**src/rtl/mem_port_arbiter_pkg.sv**
```systemverilog
// mem_port_arbiter_pkg: shared types and defaults for the unified memory port arbiter
package mem_port_arbiter_pkg;
  typedef enum logic [1:0] {OWN_NONE, OWN_IF, OWN_DM} arb_owner_t;
  localparam int ARB_STARVE_LIMIT = 4;
  localparam int ARB_ADDR_W = 16;
  localparam int ARB_DATA_W = 64;
endpackage

```
**src/rtl/mem_port_arbiter_if.sv**
```systemverilog
// mem_port_arbiter_if: fetch, load/store and memory-macro signals bundled for the arbiter
interface mem_port_arbiter_if #(
  parameter int ADDR_W = 16,
  parameter int DATA_W = 64,
  parameter int MASK_W = DATA_W / 8
) ();
  logic              if_req;
  logic [ADDR_W-1:0] if_addr;
  logic              if_gnt;
  logic              if_rvalid;
  logic [DATA_W-1:0] if_rdata;
  logic              dm_req;
  logic [ADDR_W-1:0] dm_addr;
  logic [MASK_W-1:0] dm_wmask;
  logic [DATA_W-1:0] dm_wdata;
  logic              dm_gnt;
  logic              dm_rvalid;
  logic [DATA_W-1:0] dm_rdata;
  logic [ADDR_W-1:0] mem_addr;
  logic [MASK_W-1:0] mem_w_mask;
  logic [DATA_W-1:0] mem_wdata;
  logic [DATA_W-1:0] mem_rdata;
  modport slave (
    input  if_req, if_addr, dm_req, dm_addr, dm_wmask, dm_wdata, mem_rdata,
    output if_gnt, if_rvalid, if_rdata, dm_gnt, dm_rvalid, dm_rdata,
           mem_addr, mem_w_mask, mem_wdata
  );
  modport master (
    output if_req, if_addr, dm_req, dm_addr, dm_wmask, dm_wdata, mem_rdata,
    input  if_gnt, if_rvalid, if_rdata, dm_gnt, dm_rvalid, dm_rdata,
           mem_addr, mem_w_mask, mem_wdata
  );
endinterface

```
**src/rtl/mem_port_arbiter.sv**
```systemverilog
// mem_port_arbiter: shares one single-port byte-masked memory between fetch (IF) and load/store (DM)
//   clk    rising-edge clock
//   rst_n  asynchronous active-low reset
//   bus    slave side: if_* fetch port, dm_* data port, mem_* memory macro port
//   Grants are combinational from requests and the DM streak; read data returns one cycle
//   after a grant, qualified by the owner's rvalid. DM wins contention until it has won
//   STARVE_LIMIT times in a row while IF waited, then IF is forced.
module mem_port_arbiter
  import mem_port_arbiter_pkg::*;
#(
  parameter int STARVE_LIMIT = ARB_STARVE_LIMIT
) (
  input logic             clk,
  input logic             rst_n,
  mem_port_arbiter_if.slave bus
);
  localparam int SW = $clog2(STARVE_LIMIT + 1);
  localparam logic [SW-1:0] LIMIT = SW'(STARVE_LIMIT);
  logic [SW-1:0] streak;
  arb_owner_t    rsp_owner;
  logic          if_win;
  assign if_win = bus.if_req && (!bus.dm_req || streak == LIMIT);
  // grants are held low while reset is asserted so nothing reaches the memory
  assign bus.if_gnt     = rst_n && if_win;
  assign bus.dm_gnt     = rst_n && bus.dm_req && !if_win;
  assign bus.mem_addr   = bus.dm_gnt ? bus.dm_addr : bus.if_addr;
  assign bus.mem_w_mask = bus.dm_gnt ? bus.dm_wmask : '0;
  assign bus.mem_wdata  = bus.dm_wdata;
  assign bus.if_rvalid  = rsp_owner == OWN_IF;
  assign bus.dm_rvalid  = rsp_owner == OWN_DM;
  assign bus.if_rdata   = bus.mem_rdata;
  assign bus.dm_rdata   = bus.mem_rdata;
  always_ff @(posedge clk or negedge rst_n) begin
    if (!rst_n) begin
      rsp_owner <= OWN_NONE;
      streak    <= '0;
    end else begin
      rsp_owner <= bus.if_gnt ? OWN_IF : (bus.dm_gnt && bus.dm_wmask == '0) ? OWN_DM : OWN_NONE;
      streak    <= (!bus.if_req || bus.if_gnt) ? '0 :
                   (bus.dm_gnt && streak != LIMIT) ? streak + SW'(1) : streak;
    end
  end
endmodule

```
**src/flat_wrapper.sv**
```systemverilog
// flat-port wrapper written by rule: the top's interface ports become plain ports
module mem_port_arbiter_flat import mem_port_arbiter_pkg::*;
#(
  parameter int STARVE_LIMIT = ARB_STARVE_LIMIT
)
  (clk, rst_n, bus_if_req, bus_if_addr, bus_dm_req, bus_dm_addr, bus_dm_wmask, bus_dm_wdata, bus_mem_rdata, bus_if_gnt, bus_if_rvalid, bus_if_rdata, bus_dm_gnt, bus_dm_rvalid, bus_dm_rdata, bus_mem_addr, bus_mem_w_mask, bus_mem_wdata);
  mem_port_arbiter_if bus_i ();
  input logic clk;
  input logic rst_n;
  input wire logic [$bits(bus_i.if_req)-1:0] bus_if_req;
  input wire logic [$bits(bus_i.if_addr)-1:0] bus_if_addr;
  input wire logic [$bits(bus_i.dm_req)-1:0] bus_dm_req;
  input wire logic [$bits(bus_i.dm_addr)-1:0] bus_dm_addr;
  input wire logic [$bits(bus_i.dm_wmask)-1:0] bus_dm_wmask;
  input wire logic [$bits(bus_i.dm_wdata)-1:0] bus_dm_wdata;
  input wire logic [$bits(bus_i.mem_rdata)-1:0] bus_mem_rdata;
  output wire logic [$bits(bus_i.if_gnt)-1:0] bus_if_gnt;
  output wire logic [$bits(bus_i.if_rvalid)-1:0] bus_if_rvalid;
  output wire logic [$bits(bus_i.if_rdata)-1:0] bus_if_rdata;
  output wire logic [$bits(bus_i.dm_gnt)-1:0] bus_dm_gnt;
  output wire logic [$bits(bus_i.dm_rvalid)-1:0] bus_dm_rvalid;
  output wire logic [$bits(bus_i.dm_rdata)-1:0] bus_dm_rdata;
  output wire logic [$bits(bus_i.mem_addr)-1:0] bus_mem_addr;
  output wire logic [$bits(bus_i.mem_w_mask)-1:0] bus_mem_w_mask;
  output wire logic [$bits(bus_i.mem_wdata)-1:0] bus_mem_wdata;
  assign bus_i.if_req = bus_if_req;
  assign bus_i.if_addr = bus_if_addr;
  assign bus_i.dm_req = bus_dm_req;
  assign bus_i.dm_addr = bus_dm_addr;
  assign bus_i.dm_wmask = bus_dm_wmask;
  assign bus_i.dm_wdata = bus_dm_wdata;
  assign bus_i.mem_rdata = bus_mem_rdata;
  assign bus_if_gnt = bus_i.if_gnt;
  assign bus_if_rvalid = bus_i.if_rvalid;
  assign bus_if_rdata = bus_i.if_rdata;
  assign bus_dm_gnt = bus_i.dm_gnt;
  assign bus_dm_rvalid = bus_i.dm_rvalid;
  assign bus_dm_rdata = bus_i.dm_rdata;
  assign bus_mem_addr = bus_i.mem_addr;
  assign bus_mem_w_mask = bus_i.mem_w_mask;
  assign bus_mem_wdata = bus_i.mem_wdata;
  mem_port_arbiter #(.STARVE_LIMIT(STARVE_LIMIT)) u_core (.clk(clk), .rst_n(rst_n), .bus(bus_i));
endmodule
```
**config.mk**
```make
export PLATFORM = sky130hd
export DESIGN_NAME = mem_port_arbiter_flat
export DESIGN_NICKNAME = d
export VERILOG_FILES = /design/src/rtl/mem_port_arbiter_pkg.sv /design/src/rtl/mem_port_arbiter_if.sv /design/src/rtl/mem_port_arbiter.sv /design/src/flat_wrapper.sv
export SDC_FILE = /design/constraint.sdc
export NUM_CORES = 1
export LEC_CHECK = 0
export BUFFER_PORTS_ARGS = -buffer_cell sky130_fd_sc_hd__buf_2
export CAP_MARGIN = 15
export CORE_AREA = 8 8 146 148
export DETAILED_ROUTE_END_ITERATION = 10
export DIE_AREA = 0 0 154 156
export HOLD_SLACK_MARGIN = 0.05
export PLACE_DENSITY = 0.45
export SETUP_SLACK_MARGIN = 0.05
export SKIP_CTS_REPAIR_TIMING = 1
export SYNTH_ARGS = -nofsm -noshare
export SYNTH_HDL_FRONTEND = slang
export SYNTH_SLANG_ARGS = --single-unit
```
**constraint.sdc**
```tcl
create_clock -name clk -period 4.05 [get_ports clk]
set_input_delay 1.215 -clock clk [delete_from_list [all_inputs] [get_ports clk]]
set_output_delay 1.215 -clock clk [all_outputs]
set_load 0.05 [all_outputs]
```
==> impl_metrics.yaml <==
die:
  core_area_mm2: 0.0191
  io_pins: 392
  die_area_mm2: 0.0240
  dieWidth_um: 154
  fp-row-count: 51
  start_util_pct: 10.7
  fp.dieH_um: 156
sta:
  setup_viol: 0
  slew_violations: 0
  max-slew-margin-rel_pct: 82.4
  final_hold_viol_count: 0
  worst_pin_slew_ns: 0.262
  totalNegativeSetupSlack_ns: 0
  setup_slack_ns: 0.384
  fin_crit_sh_pct: 90.5
  final.min_clock_period_ns: 3.67
  rsz0062_at_grt: "no"
  skew_ns: 0.000137
  max_freq_ghz: 0.273
synth:
  synth_xor_area_share_pct: 0
  synth_commonest_cells: "buf_4, mux2_4, and2_1, mux2_2, dfrtp_1"
  synth_cell_type_count: 22
  ys_warn_count: 0
  ys.flop_type: "dfrtp_1"
  muxShareOfSynthArea_pct: 10.7
  synth_edf_count: 0
  synth_compound_area_share_pct: 2.64
  ys_async_sr_fraction_pct: 100
  synth.avg_cell_area_um2: 8.20
  yosys_register_bits: 5
  syn_inst: 248
  synthSimpleGateAreaFrac_pct: 6.52
  synth.most_common_cell: "buf_4"
  synth_top_family_by_area: "buffers and inverters"
  netlist_area_mm2: 0.00203
  synth_fp_nets: 422
  yosys.area_share.adder_pct: 1.23
  yosys-top-cells-area: "buf_4, mux2_4, dfrtp_1"
  synth_top_area_share_pct: 71.2
  ys_seq_area_share_pct: 6.15
  synth_top_area_cell: "buf_4"
global_route:
  grt_pass1_wl_um: 6970
  grt_pass1_vias: 1031
  antenna_found_initial: 0
  grt_max_degree: 17
  overflow: 0
  grt_usage_pct: 4.01
pwr:
  p_per_area_mw_per_mm2: 263
  p_leak_nw: 0.604
  ir_drop_v: 0.0000797
  combPwrFrac_pct: 40.5
  power.internal_mw: 0.233
  switchingPower_mw: 0.122
  clkPwrFrac_pct: 44.8
  power_frac_seq_pct: 14.7
  p_sw_share_pct: 34.4
finish:
  final_nets: 307
  layout-drive-gt1-share_pct: 72.0
  n_fill_cell: 2217
  multi_input_area_um2: 429
  antenna_cells: 0
  syn_to_final_growth_pct: -33.6
  seq_area_um2: 125
detailed_routing:
  antenna_left: 0
  wl_um: 5420
  dr.first_iter.drc_count: 13
  via_count: 918
  viasPerCell: 2.48
  wl_per_cell_um: 14.6
  drc_errors: 0
  drtPass1Iterations: 3
worst_setup_path:
  required_ns: 2.83
  worstPathArrival_ns: 2.45
  start_kind: "primary input"
  critPathKind: "in2out"
  critPathCaptureType: "output pin"
  crit_fanout: 16
  reg2reg_slack_ns: 2.68
clock_network:
  htree_levels: 1
  cts_tree: "done"
  clk_pin_slew_ns: 0.03
  cts.sinks: 5
  cts_root_buffer: "clkbuf_16"
  clock_path_buffers: 2
  cts_inserted_buffers: 3
  clkLatencyLatePin_ns: 0.22
flow_run:
  max-cap-violations: 0
place:
  pre_cts_ws_ns: 0.378
  port_buffers: 71
  dp_hpwl_um: 4870
  gp_congestion: 0.831
worst_hold_path:
  hp-class: "reg2reg"
outcome:
  status: "complete, no violations"
## through the flow
| step | hold slack [ns] | instance area [um^2] | power (mW) | utilization (%) | std cells |
|---|---|---|---|---|---|
| floorplan | 0.537 | 2030 | 0.661 | - | 248 |
| global placement | 0.586 | 1270 | 0.198 | 6.66 | 366 |
| detailed placement | 0.570 | 1270 | 0.198 | 6.66 | 366 |
| CTS | 0.578 | 1350 | 0.359 | 7.08 | 370 |
| global route | 0.605 | 1350 | 0.369 | 7.08 | 370 |
| finish | 0.572 | 1350 | 0.355 | 7.08 | 370 |
## power by group through the flow
| stage | registers (mW) | logic (mW) | clock network [mW] |
|---|---|---|---|
| after floorplan | 0.0526 | 0.608 | 0 |
| after global placement | 0.0529 | 0.145 | 0 |
| after detailed placement | 0.0528 | 0.145 | 0 |
| after CTS | 0.0523 | 0.146 | 0.161 |
| after global routing | 0.0524 | 0.151 | 0.165 |
| final | 0.0522 | 0.144 | 0.159 |
## path summary, 6_finish.rpt
check / start / endpoint / cells past startpoint
setup reg to reg: u_core.streak[0] / u_core.rsp_owner[1] / 5
setup / recovery: bus_dm_req / bus_mem_addr[8] / 6
hold reg to reg: u_core.streak[1] / u_core.streak[1] / 2
hold / removal: u_core.streak[1] / u_core.streak[1] / 2
min in group asynchronous: rst_n / u_core.rsp_owner[0] / 2
max in group asynchronous: rst_n / u_core.streak[1] / 2
## kinds of logic after synthesis
kind of cell	after synthesis
flops	5
buf+inv	197
compound gates	6
fa+ha+maj	2
mux	16
simple gates	22
## per-layer routing
metal,track usage [%],vias up,wire (um)
met1,2.01,357,1090
met5,0,-,0
met2,7.27,131,2610
met4,5.88,0,710
li1,-,351,-
met3,2.52,79,1000
## registers in the layout (all words and copies together) (netlist names)
| name | cells |
|---|---|
| u_core.streak | 3 |
| u_core.rsp_owner | 2 |
## layout make-up
| type | instances | share of cell area [%] |
|---|---|---|
| multi-input cells | 46 | 31.8 |
| repair buffers | 74 | 30.2 |
| well taps | 238 | 22.1 |
| flip-flops and latches | 5 | 9.27 |
| clock buffers | 4 | 5.84 |
| inverters | 3 | 0.834 |
## worst max-delay path, cell delays in order
cell and delay [ns]:
buf_2 0.13, nand2_2 0.08, a31oi_4 0.15, buf_4 0.29
mux2_2 0.36, buf_2 0.22
## cell usage in the layout, fill, tap and decap left out, types with 3 or more instances in the layout
master / netlist / final
dfrtp_1: 5 / 5
buf_2: 0 / 69
and2_1: 8 / 8
buf_4: 193 / 3
nand2_1: 3 / 3
mux2_2: 6 / 6
clkbuf_16: 0 / 3
mux2_4: 10 / 10
inv_1: 3 / 3
No activity file was read; power rests on OpenSTA's default activity.
